==> config.mk <==
export PLATFORM = sky130hd
export DESIGN_NAME = mul_div_iter_flat
export DESIGN_NICKNAME = d
export VERILOG_FILES = /design/src/rtl/md_pkg.sv /design/src/rtl/mul_div_iter_if.sv /design/src/rtl/md_addsub.sv /design/src/rtl/mul_div_iter.sv /design/src/flat_wrapper.sv
export SDC_FILE = /design/constraint.sdc
export NUM_CORES = 1
export LEC_CHECK = 0
export BUFFER_PORTS_ARGS = -buffer_cell sky130_fd_sc_hd__buf_2
export CAP_MARGIN = 20
export CORE_MARGIN = 2
export CORE_UTILIZATION = 50
export CTS_CLUSTER_DIAMETER = 50
export CTS_CLUSTER_SIZE = 40
export DETAILED_ROUTE_END_ITERATION = 7
export PLACE_DENSITY = 0.65
export SETUP_SLACK_MARGIN = 0.1
export SLEW_MARGIN = 20
export SYNTH_ARGS = -nofsm -noshare
export SYNTH_HDL_FRONTEND = slang
export SYNTH_SLANG_ARGS = --single-unit
==> constraint.sdc <==
create_clock -name clk -period 8.3 [get_ports clk]
set_clock_uncertainty 0.1 [all_clocks]
set_input_delay 0 -clock clk [delete_from_list [all_inputs] [get_ports clk]]
set_output_delay 0 -clock clk [all_outputs]
set_load 0.1 [all_outputs]
==> src/rtl/md_pkg.sv <==
// Shared types and constants for the iterative RV32M multiply/divide unit.
// Optional build macro MD_DIV0_FAST_EN is consumed by mul_div_iter.sv.
package md_pkg;

  // M-extension operation codes, in funct3 order
  typedef enum logic [2:0] {
    MUL    = 3'd0,
    MULH   = 3'd1,
    MULHSU = 3'd2,
    MULHU  = 3'd3,
    DIV    = 3'd4,
    DIVU   = 3'd5,
    REM    = 3'd6,
    REMU   = 3'd7
  } md_op_t;

  // FSM state encoding, exported through the bus for observation
  typedef logic [1:0] md_state_t;
  localparam md_state_t ST_IDLE = 2'd0;
  localparam md_state_t ST_CALC = 2'd1;
  localparam md_state_t ST_FIX  = 2'd2;
  localparam md_state_t ST_DONE = 2'd3;

  localparam int MD_WIDTH = 32;
  localparam int MD_CNT_W = $clog2(MD_WIDTH) + 1;

  // Step counter width for an arbitrary operand width
  function automatic int md_cnt_w(input int width);
    return $clog2(width) + 1;
  endfunction

  // Upper half of the op code selects the divide family
  function automatic logic md_is_div(input md_op_t op);
    return op[2];
  endfunction

endpackage

==> src/rtl/mul_div_iter_if.sv <==
// ALU <-> multiply/divide unit bus.
// Handshake: start_i is sampled only while busy_o is low and flush_i is low;
// the operand fields are only meaningful in that cycle. The unit answers with
// a single-cycle done_o pulse, and result_o stays valid until the next
// accepted start. flush_i aborts an operation in flight without a done_o.
interface mul_div_iter_if #(
  parameter int WIDTH = 32
);
  logic                 start_i;
  logic                 flush_i;
  md_pkg::md_op_t       op_i;
  logic [WIDTH-1:0]     operator_1_c;
  logic [WIDTH-1:0]     operator_2_c;
  logic                 neg_1;
  logic                 neg_2;
  logic                 busy_o;
  logic                 done_o;
  logic [WIDTH-1:0]     result_o;
  md_pkg::md_state_t    state;

  modport master (
    output start_i, flush_i, op_i, operator_1_c, operator_2_c, neg_1, neg_2,
    input  busy_o, done_o, result_o, state
  );

  modport slave (
    input  start_i, flush_i, op_i, operator_1_c, operator_2_c, neg_1, neg_2,
    output busy_o, done_o, result_o, state
  );
endinterface

==> src/rtl/md_addsub.sv <==
// Adder/subtractor with borrow-out, shared by the multiply accumulate step
// and the divide trial subtraction.
module md_addsub #(
  parameter int WIDTH = 33
) (
  input  logic [WIDTH-1:0] a,
  input  logic [WIDTH-1:0] b,
  input  logic             sub,
  output logic [WIDTH-1:0] sum,
  output logic             borrow
);
  logic [WIDTH:0] full;

  // One extra bit catches the borrow of a - b
  always_comb begin
    full   = sub ? ({1'b0, a} - {1'b0, b}) : ({1'b0, a} + {1'b0, b});
    sum    = full[WIDTH-1:0];
    borrow = sub & full[WIDTH];
  end
endmodule

==> src/rtl/mul_div_iter.sv <==
// Iterative RV32M multiply/divide: 32-step shift-add multiply or restoring
// divide on operand magnitudes, sign re-applied in a FIX cycle.
// Build macro MD_DIV0_FAST_EN: when defined, a divide by zero jumps from IDLE
// straight to FIX with the restoring-division result preloaded.
module mul_div_iter
  import md_pkg::*;
#(
  parameter int WIDTH = 32
) (
  input logic            clk,
  input logic            rst,
  mul_div_iter_if.slave  bus
);
  localparam int CNT_W = md_cnt_w(WIDTH);
  localparam logic [CNT_W-1:0] CNT_ONE  = CNT_W'(1);
  localparam logic [CNT_W-1:0] CNT_LAST = CNT_W'(WIDTH - 1);

  md_state_t         state_q;
  logic [CNT_W-1:0]  cnt_q;
  logic [WIDTH-1:0]  hi_q;      // product high half / partial remainder
  logic [WIDTH-1:0]  lo_q;      // multiplier being consumed / quotient
  logic [WIDTH-1:0]  opa_q;     // multiplicand
  logic [WIDTH-1:0]  opb_q;     // divisor
  md_op_t            op_q;
  logic              neg1_q;
  logic              neg2_q;
  logic              div0_q;
  logic [WIDTH-1:0]  result_q;
  logic              done_q;

  logic [WIDTH:0]    as_a;
  logic [WIDTH:0]    as_b;
  logic              as_sub;
  logic [WIDTH:0]    as_sum;
  logic              as_borrow;
  logic [WIDTH-1:0]  hi_nxt;
  logic [WIDTH-1:0]  lo_nxt;
  logic [WIDTH-1:0]  fix_result;

  md_addsub #(.WIDTH(WIDTH + 1)) u_addsub (
    .a      (as_a),
    .b      (as_b),
    .sub    (as_sub),
    .sum    (as_sum),
    .borrow (as_borrow)
  );

  // Operand steering into the shared adder for the current step
  always_comb begin
    as_a   = '0;
    as_b   = '0;
    as_sub = 1'b0;
    if (md_is_div(op_q)) begin
      as_a   = {hi_q, lo_q[WIDTH-1]};
      as_b   = {1'b0, opb_q};
      as_sub = 1'b1;
    end else begin
      as_a   = {1'b0, hi_q};
      as_b   = lo_q[0] ? {1'b0, opa_q} : '0;
      as_sub = 1'b0;
    end
  end

  // Next accumulator value after one multiply or divide step
  always_comb begin
    hi_nxt = hi_q;
    lo_nxt = lo_q;
    if (md_is_div(op_q)) begin
      hi_nxt = as_borrow ? as_a[WIDTH-1:0] : as_sum[WIDTH-1:0];
      lo_nxt = {lo_q[WIDTH-2:0], ~as_borrow};
    end else begin
      hi_nxt = as_sum[WIDTH:1];
      lo_nxt = {as_sum[0], lo_q[WIDTH-1:1]};
    end
  end

  // Sign fix-up and output selection; the divide-by-zero quotient keeps
  // its all-ones value regardless of operand signs
  always_comb begin
    logic [2*WIDTH-1:0] prod;
    logic [2*WIDTH-1:0] prod_s;
    logic [WIDTH-1:0]   quot_s;
    logic [WIDTH-1:0]   rem_s;
    prod       = {hi_q, lo_q};
    prod_s     = (neg1_q ^ neg2_q) ? -prod : prod;
    quot_s     = ((neg1_q ^ neg2_q) && !div0_q) ? -lo_q : lo_q;
    rem_s      = neg1_q ? -hi_q : hi_q;
    fix_result = '0;
    case (op_q)
      MUL:                 fix_result = prod_s[WIDTH-1:0];
      MULH, MULHSU, MULHU: fix_result = prod_s[2*WIDTH-1:WIDTH];
      DIV, DIVU:           fix_result = quot_s;
      default:             fix_result = rem_s;
    endcase
  end

  // Control FSM and datapath registers
  always_ff @(posedge clk) begin
    if (rst) begin
      state_q  <= ST_IDLE;
      cnt_q    <= '0;
      hi_q     <= '0;
      lo_q     <= '0;
      opa_q    <= '0;
      opb_q    <= '0;
      op_q     <= MUL;
      neg1_q   <= 1'b0;
      neg2_q   <= 1'b0;
      div0_q   <= 1'b0;
      result_q <= '0;
      done_q   <= 1'b0;
    end else begin
      done_q <= 1'b0;
      case (state_q)
        ST_IDLE: begin
          if (bus.start_i && !bus.flush_i) begin
            opa_q  <= bus.operator_1_c;
            opb_q  <= bus.operator_2_c;
            op_q   <= bus.op_i;
            neg1_q <= bus.neg_1;
            neg2_q <= bus.neg_2;
            div0_q <= (bus.operator_2_c == '0);
            cnt_q  <= '0;
            hi_q   <= '0;
            lo_q   <= md_is_div(bus.op_i) ? bus.operator_1_c : bus.operator_2_c;
            state_q <= ST_CALC;
`ifdef MD_DIV0_FAST_EN
            // Preload what the restoring divider would converge to
            if (md_is_div(bus.op_i) && (bus.operator_2_c == '0)) begin
              hi_q    <= bus.operator_1_c;
              lo_q    <= '1;
              state_q <= ST_FIX;
            end
`endif
          end
        end
        ST_CALC: begin
          if (bus.flush_i) begin
            state_q <= ST_IDLE;
          end else begin
            hi_q  <= hi_nxt;
            lo_q  <= lo_nxt;
            cnt_q <= cnt_q + CNT_ONE;
            if (cnt_q == CNT_LAST) state_q <= ST_FIX;
          end
        end
        ST_FIX: begin
          if (bus.flush_i) begin
            state_q <= ST_IDLE;
          end else begin
            result_q <= fix_result;
            done_q   <= 1'b1;
            state_q  <= ST_DONE;
          end
        end
        default: state_q <= ST_IDLE;
      endcase
    end
  end

  assign bus.busy_o   = (state_q != ST_IDLE);
  assign bus.done_o   = done_q;
  assign bus.result_o = result_q;
  assign bus.state    = state_q;

endmodule

==> src/flat_wrapper.sv <==
// flat-port wrapper written by rule: the top's interface ports become plain ports
module mul_div_iter_flat import md_pkg::*;
#(
  parameter int WIDTH = 32
)
  (clk, rst, bus_start_i, bus_flush_i, bus_op_i, bus_operator_1_c, bus_operator_2_c, bus_neg_1, bus_neg_2, bus_busy_o, bus_done_o, bus_result_o, bus_state);
  mul_div_iter_if #(.WIDTH(WIDTH)) bus_i ();
  input logic clk;
  input logic rst;
  input wire logic [$bits(bus_i.start_i)-1:0] bus_start_i;
  input wire logic [$bits(bus_i.flush_i)-1:0] bus_flush_i;
  input wire logic [$bits(bus_i.op_i)-1:0] bus_op_i;
  input wire logic [$bits(bus_i.operator_1_c)-1:0] bus_operator_1_c;
  input wire logic [$bits(bus_i.operator_2_c)-1:0] bus_operator_2_c;
  input wire logic [$bits(bus_i.neg_1)-1:0] bus_neg_1;
  input wire logic [$bits(bus_i.neg_2)-1:0] bus_neg_2;
  output wire logic [$bits(bus_i.busy_o)-1:0] bus_busy_o;
  output wire logic [$bits(bus_i.done_o)-1:0] bus_done_o;
  output wire logic [$bits(bus_i.result_o)-1:0] bus_result_o;
  output wire logic [$bits(bus_i.state)-1:0] bus_state;
  assign bus_i.start_i = bus_start_i;
  assign bus_i.flush_i = bus_flush_i;
  assign bus_i.op_i = bus_op_i;
  assign bus_i.operator_1_c = bus_operator_1_c;
  assign bus_i.operator_2_c = bus_operator_2_c;
  assign bus_i.neg_1 = bus_neg_1;
  assign bus_i.neg_2 = bus_neg_2;
  assign bus_busy_o = bus_i.busy_o;
  assign bus_done_o = bus_i.done_o;
  assign bus_result_o = bus_i.result_o;
  assign bus_state = bus_i.state;
  mul_div_iter #(.WIDTH(WIDTH)) u_core (.clk(clk), .rst(rst), .bus(bus_i));
endmodule
Yosys cells after proc, flatten, opt, wreduce, memory -nomap -nowiden
Cells that the tools add are included.

storage, ports and cells
  register bits = 175
  input bits = 73
  output and inout bits = 36
  word-level logic and storage cells = 78

operators by class
  $add $sub $neg = 6
  eq/ne operators = 11
  muxes and demuxes = 28
  bitwise gates (word level) = 5
  reductions and logical operators = 16

operator list
  kind                                                  count
  two-way mux 32 bit                                    11
  case mux 32 bit (2 select lines)                      2
  case mux 32 bit (3 select lines)                      1
  two-way mux 33 bit                                    2
  two-way mux 64 bit                                    1
  negator 32 bit                                        2
  negator 64 bit                                        1
  adder 33 x 33 -> 34 bit                               1
  two-way mux 34 bit                                    1
  subtractor 33 x 33 -> 34 bit                          1
  zero test 32 bit                                      1
  two-way mux 6 bit                                     2
  case mux 6 bit (2 select lines)                       1
  two-way mux 2 bit                                     4
  adder 6 x 1 -> 6 bit (second input constant)          1
  equality test 3 x 2 -> 1 bit (second input constant)  2
  equality test 3 bit (second input constant)           2
  equality test 6 x 5 -> 1 bit (second input constant)  1
  case mux 2 bit (3 select lines)                       1
  AND reduction 2 bit                                   3
  nonzero test 2 bit                                    2
  OR reduction 2 bit                                    2
  equality test 3 x 1 -> 1 bit (second input constant)  1
  zero test 3 bit                                       1
  other kinds (14)                                      19

Logic depth before layout (Yosys ltp)
  depth in word-level cells = 9
  gate-level depth with buffers = 30
  depth with buffers taken out = 23

By module
Synthesis repeated with hierarchy kept, for this count alone.

unflattened totals
  cells, all modules = 2014
  area, all modules = 14535.2 sq um

modules (own cells, without submodules)
  module        times used  cells each  area each (sq um)  seq. area each (sq um)
  mul_div_iter  1           1626        11972.7            3503.4
  md_addsub     1           388         2562.5             0.0

Worst setup path after synthesis
Ideal clock, no wire load.

  path kind = register to register
  start = reg u_core.op_q[2]
  end = reg u_core.hi_q[31]
  library setup time = 0.079 ns
  data arrival time = 5.771 ns
  data required time = 8.121 ns
  path slack = 2.350 ns
  stages on the path, launching flop included = 29
  period minus slack after synthesis = 5.950 ns
  cells stage by stage = dfxtp_1 -> buf_2 -> buf_2 -> clkbuf_1 -> clkbuf_1 -> clkbuf_1 -> clkbuf_1 -> clkbuf_1 -> a22oi_1 -> ha_1 -> a21boi_0 -> o2111ai_1 -> nor4_2 -> nand4_1 -> or2_2 -> nor2_1 -> xnor2_1 -> nor2_1 -> a21oi_1 -> ha_1 -> clkbuf_1 -> a21o_1 -> or4_1 -> a31o_2 -> a41o_1 -> a41oi_1 -> xor2_1 -> o21ai_0 -> a22oi_1

on the way
  longest elaborated chain between the ends = 8
  elaborated cells between the ends (all ways) = 11
  those cells by class = 2 x add/sub; 8 x mux; 1 x bitwise

RTL lines
  what                                                                     line                 source
  start, declared                                                          mul_div_iter.sv:24   md_op_t op_q;
  start signal, assigned                                                   mul_div_iter.sv:119  op_q <= bus.op_i;
  two-way mux 33 bit                                                       mul_div_iter.sv:53   if (md_is_div(op_q)) begin
  adder 33 x 33 -> 34 bit or subtractor 33 x 33 -> 34 bit (tied branches)  md_addsub.sv:16      full = sub ? ({1'b0, a} - {1'b0, b}) : ({1'b0, a} + {1'b0, b});
  two-way mux 34 bit                                                       md_addsub.sv:16
  bitwise AND 1 bit                                                        md_addsub.sv:18      borrow = sub & full[WIDTH];
  two-way mux 32 bit                                                       mul_div_iter.sv:69   hi_nxt = as_borrow ? as_a[WIDTH-1:0] : as_sum[WIDTH-1:0];
  two-way mux 32 bit *                                                     mul_div_iter.sv:68   if (md_is_div(op_q)) begin
  two-way mux 32 bit *                                                     mul_div_iter.sv:138  if (bus.flush_i) begin
  case mux 32 bit (2 select lines) *                                       mul_div_iter.sv:114  case (state_q)
  end signal, assigned                                                     mul_div_iter.sv:141  hi_q <= hi_nxt;
  end, declared                                                            mul_div_iter.sv:20   logic [WIDTH-1:0] hi_q;

Mark *: on every way between the ends. The rest lies on a longest branch, timed or not. The select of a mux whose other input is x is not followed.
A chain may end at the register's enable or synchronous reset.

Final worst setup path
  start = reg u_core.op_q[2]
  end = reg u_core.hi_q[15]

Same word-level chain as after synthesis.

==> impl_table.tex <==
\begin{tabular}{lr}
\hline
Metric & Value \\
\hline
\multicolumn{2}{l}{\textbf{Run status}} \\
Status & finished, final reports clean \\
\multicolumn{2}{l}{\textbf{CTS}} \\
Number of buffers added by the clock tree synthesis step & 17 \\
Number of post-CTS setup repair buffers & 0 \\
Source-to-sink clock delay at the later pin of the worst-skew pair & 450 ps \\
Deepest level of the CTS H-tree & 4 \\
Root buf cell & sky130\_fd\_sc\_hd\_\_clkbuf\_16 \\
TritonCTS clock tree & done \\
Largest buffer count on any clock path & 2 \\
Post-cts sizing count & 0 \\
Clock Pin Slew Worst Setup and Hold Paths & about 80 ps \\
CTS sink count & 175 \\
\multicolumn{2}{l}{\textbf{Yosys}} \\
Area fraction in and, or, nand and nor cells after synthesis & 0.219 \\
Post-synth ARST share & 0 \\
Number of warnings issued by yosys & 0 \\
Mean Syn Cell Area & between 7 and 8 um\^{}2 \\
Post-synthesis compound-gate area fraction & 0.287 \\
Number of standard cells after synthesis & 1914 \\
Multiplexer share of the synthesized area & 0.0681 \\
Synthesized area & 0.0139 mm\^{}2 \\
Top\_reg\_cell synth & sky130\_fd\_sc\_hd\_\_dfxtp\_1 \\
Number of synthesized flops with an enable pin & 0 \\
Xor/xnor cell area share of the yosys netlist & 0.0852 \\
Number of synthesized register bits & between 150 and 200 \\
Register area share after synthesis & 0.252 \\
Count of cell types in the netlist & 84 \\
Syn nets & around 2000 \\
Post-synthesis share of cell area spent on full adders, half adders and majority gates & 0.0339 \\
Main combinational cell family by area after synthesis & compound AO/OA/AOI/OAI gates \\
\multicolumn{2}{l}{\textbf{Drt}} \\
Met3 routed wirelength & 4830 um \\
Uppermost routed layer & met4 \\
Routed length on met1 & about 24000 um \\
DRC errors left & 0 \\
TritonRoute pass-1 iters & 6 \\
Via density per instance & 6.32 \\
Wire length reported by the detailed router & 51800 um \\
Detailed-route via count & 14800 \\
Iteration-0 DRC Markers & 1609 \\
Wire length per cell & between 20 and 25 um \\
Met2 routed wirelength & 21200 um \\
ANT nets after route & 0 \\
\multicolumn{2}{l}{\textbf{Worst setup path}} \\
Critical path arrival & 7030 ps \\
Most common cell type on the critical path & sky130\_fd\_sc\_hd\_\_nor2\_1 \\
Register-to-register path setup slack & 1460 ps \\
Startpoint of the lowest-slack register-to-register path & u\_core.op\_q[2] \\
Crit path max-delay cell type & sky130\_fd\_sc\_hd\_\_o31a\_2 \\
Data required time of the worst path & roughly 8500 ps \\
Crit start category & register \\
Worst R2R End & u\_core.hi\_q[15] \\
Critical path class & register to register \\
Cell chain of the critical path & nor2b\_1, a22o\_1, inv\_1, ha\_1, a21boi\_0, o2111ai\_1, nor4\_2, nand4\_1, or2\_2, nor2\_1, xnor2\_1, nor2\_1, a21oi\_1, ha\_1, a21o\_1, a21o\_1, a21oi\_1, o21ai\_0, nor2\_1, o31a\_2, mux2i\_1, o221ai\_1 \\
Critical Path Start & u\_core.op\_q[2] \\
CP Capture Type & register \\
Number of cells traversed by the worst register-to-register path & 22 \\
Maximum fanout along the worst path & 64 \\
Highest cell delay on the worst timing path & 940 ps \\
\multicolumn{2}{l}{\textbf{Layout}} \\
Layout-stage area growth over the synthesis result & 13.2\% \\
Util after Layout & 0.579 \\
Fraction of final layout cells sized beyond drive strength 1 & 0.110 \\
Multi-input gate area in the final layout & a little under 0.01 mm\^{}2 \\
Register Area & about 0.0035 mm\^{}2 \\
Layout fillers & 2564 \\
Antenna diodes & 0 \\
Final layout net count & around 2100 \\
\multicolumn{2}{l}{\textbf{Place}} \\
IO buf count & between 100 and 150 \\
Final Wtd Congestion & between 0.9 and 1 \\
Dpl hpwl & 37100 um \\
\multicolumn{2}{l}{\textbf{Pwr}} \\
Internal power summed over all cells & about 1.7 mW \\
Static Leakage & 6.25 nW \\
Switching fraction of total power & 0.405 \\
Power per unit of standard cell area & about 190 mW/mm\^{}2 \\
Clock share of power & 0.285 \\
Share of power burned in registers & 0.328 \\
Logic pwr share & 0.387 \\
Power dissipated by switching net loads & 1.18 mW \\
Peak VDD IR & just over 200 uV \\
\multicolumn{2}{l}{\textbf{GRT}} \\
Global routing usage summed across all routing layers & 0.353 \\
Maximum number of pins on one net before global-route repair & 86 \\
Via count of the first global-routing pass & 13200 \\
Residual overflow from global routing & 0 \\
Number of antenna violations at the first check in global routing & 0 \\
First-pass GRT wire length & just under 80000 um \\
\multicolumn{2}{l}{\textbf{Timing}} \\
Fmax & 146 MHz \\
Normalized max-slew margin & 0.255 \\
Share of the cycle needed by the critical path after routing & 0.824 \\
Fin crit period & just under 7000 ps \\
Setup repair after global routing missed its margin & no \\
Setup total negative slack & 0 ps \\
Total of endpoints with negative setup slack in the final report & 0 \\
Max-slew violation count & 0 \\
Hold violation count in the final report & 0 \\
Slew of the pin with the lowest slew margin & 1120 ps \\
\multicolumn{2}{l}{\textbf{Floorplanning}} \\
Core Area & 0.0271 mm\^{}2 \\
Number of core rows & 60 \\
Chip height & 171 um \\
DIE AREA & 0.0291 mm\^{}2 \\
Starting density of the core & 0.512 \\
Number of top-level design ports & 109 \\
Horiz. Die Dim & 171 um \\
\multicolumn{2}{l}{\textbf{Run}} \\
Max capacitance violation total & 0 \\
\multicolumn{2}{l}{\textbf{Hold path}} \\
Worst min-delay path class & input pin to register \\
End point of the worst hold path & u\_core.lo\_q[4] \\
Number of stages on the worst hold path & 2 \\
Beginning of the worst hold path & rst \\
\hline
\end{tabular}
## power by group through the flow
stage	Combinational [mW]	Sequential (mW)	Clock [mW]
after floorplan	0.820	0.916	0
after detailed placement	1.07	0.968	0
after global placement	1.07	0.967	0
final	1.13	0.954	0.831
after global routing	1.23	0.957	0.870
after CTS	1.10	0.949	0.839
## flip-flops by register name, summed over array words and instances (netlist names)
| name | count |
|---|---|
| u_core.opb_q | 32 |
| u_core.neg1_q | 1 |
| u_core.bus.done_o | 1 |
| u_core.bus.state | 2 |
| u_core.op_q | 3 |
| u_core.bus.result_o | 32 |
| u_core.neg2_q | 1 |
| u_core.opa_q | 32 |
| u_core.div0_q | 1 |
| u_core.hi_q | 32 |
| u_core.lo_q | 32 |
| u_core.cnt_q | 6 |
## layout by cell type (no fill, tap or decap), types with 57 or more instances in the layout
cell,synthesis,final
sky130_fd_sc_hd__a211oi_1,74,74
sky130_fd_sc_hd__a21oi_1,194,194
sky130_fd_sc_hd__buf_2,10,107
sky130_fd_sc_hd__dfxtp_1,175,174
sky130_fd_sc_hd__dlygate4sd3_1,0,70
sky130_fd_sc_hd__mux2i_1,64,64
sky130_fd_sc_hd__nand2_1,285,285
sky130_fd_sc_hd__nor2_1,155,153
sky130_fd_sc_hd__o21ai_0,156,156
sky130_fd_sc_hd__xnor2_1,77,76
sky130_fd_sc_hd__xor2_1,58,57
## metal layers
layer	global-route usage	vias up
li1	-	7019
met1	0.518	6961
met2	0.500	753
met3	0.0632	96
met4	0.152	0
met5	0	-
## worst max-delay path by stage
stage                                 end  slack [ps]  cells past startpoint
after global routing       u_core.hi_q[5]         860                     23
after detailed placement  u_core.hi_q[15]        1450                     22
final                     u_core.hi_q[15]        1460                     22
after floorplan           u_core.hi_q[31]        2350                     28
after global placement    u_core.hi_q[15]        1710                     22
after CTS                 u_core.hi_q[15]        1480                     22
## cell families (layout without fill, tap and decap cells)
group | after synthesis | count (layout)
buffers and inverters | 192 | 252
muxes | 91 | 91
AOI/OAI and AO/OA | 626 | 626
and+or+nand+nor | 658 | 658
DFF | 175 | 175
adders and majority gates | 37 | 37
xor gates and xnor gates | 135 | 135
## synthesized netlist by cell type, drive strengths merged, types with 7 or more instances
library cell | n | area, um^2
mux2 | 27 | 304
nand2b | 16 | 100
o211ai | 8 | 60.1
o21ai | 158 | 791
nor4 | 20 | 153
a21boi | 9 | 67.6
nor3 | 46 | 235
a211oi | 74 | 556
a21oi | 194 | 971
dfxtp | 175 | 3500
o41ai | 7 | 95.1
mux2i | 64 | 641
xnor2 | 77 | 674
and2 | 32 | 200
clkbuf | 140 | 526
or4 | 10 | 82.6
a221oi | 10 | 93.8
buf | 29 | 140
nand4 | 13 | 81.3
inv | 22 | 82.6
nand3 | 22 | 110
nor2b | 13 | 81.3
and3 | 7 | 43.8
xor2 | 58 | 508
a21o | 13 | 97.6
o22ai | 8 | 50.1
nor2 | 155 | 582
nand2 | 286 | 1080
a22oi | 34 | 255
a31oi | 9 | 56.3
or3 | 14 | 87.6
ha | 36 | 450
a311oi | 9 | 78.8
o221ai | 12 | 105
o31ai | 19 | 143
## what timing repair did
action                                  in CTS  in global routing
endpoints found under the hold margin       72                  0
hold buffers                                70                  0
endpoints found under the setup margin       0                  0
## worst max-delay path, delay by kind of cell (launching register included)
family,cells,cell delay [ps]
and+or+nand+nor,7,1940
muxes,1,270
xor gates and xnor gates,1,120
adders and majority gates,2,550
DFF,1,770
AOI/OAI and AO/OA,10,2790
buffers and inverters,1,70
## layout make-up
type / count / share of cell area
multi-input cells: 1547 / 0.615
flip-flops and latches: 175 / 0.223
repair buffers: 198 / 0.0888
clock buffers: 20 / 0.0297
well taps: 372 / 0.0296
clock inverters: 11 / 0.00765
inverters: 23 / 0.00550
## through the flow
| stage | setup slack, ps | power (mW) | std cells | hold WS (ps) | area (um^2) |
|---|---|---|---|---|---|
| CTS | 1480 | 2.88 | 2346 | 36.3 | 15700 |
| global placement | 1710 | 2.04 | 2245 | 144 | 14400 |
| floorplan | 2350 | 1.74 | 1914 | 36.0 | 13900 |
| global route | 864 | 3.05 | 2346 | 63.6 | 15700 |
| finish | 1460 | 2.91 | 2346 | 44.6 | 15700 |
| detailed placement | 1450 | 2.03 | 2245 | 147 | 14400 |
Power figures use the tool's default switching activity.
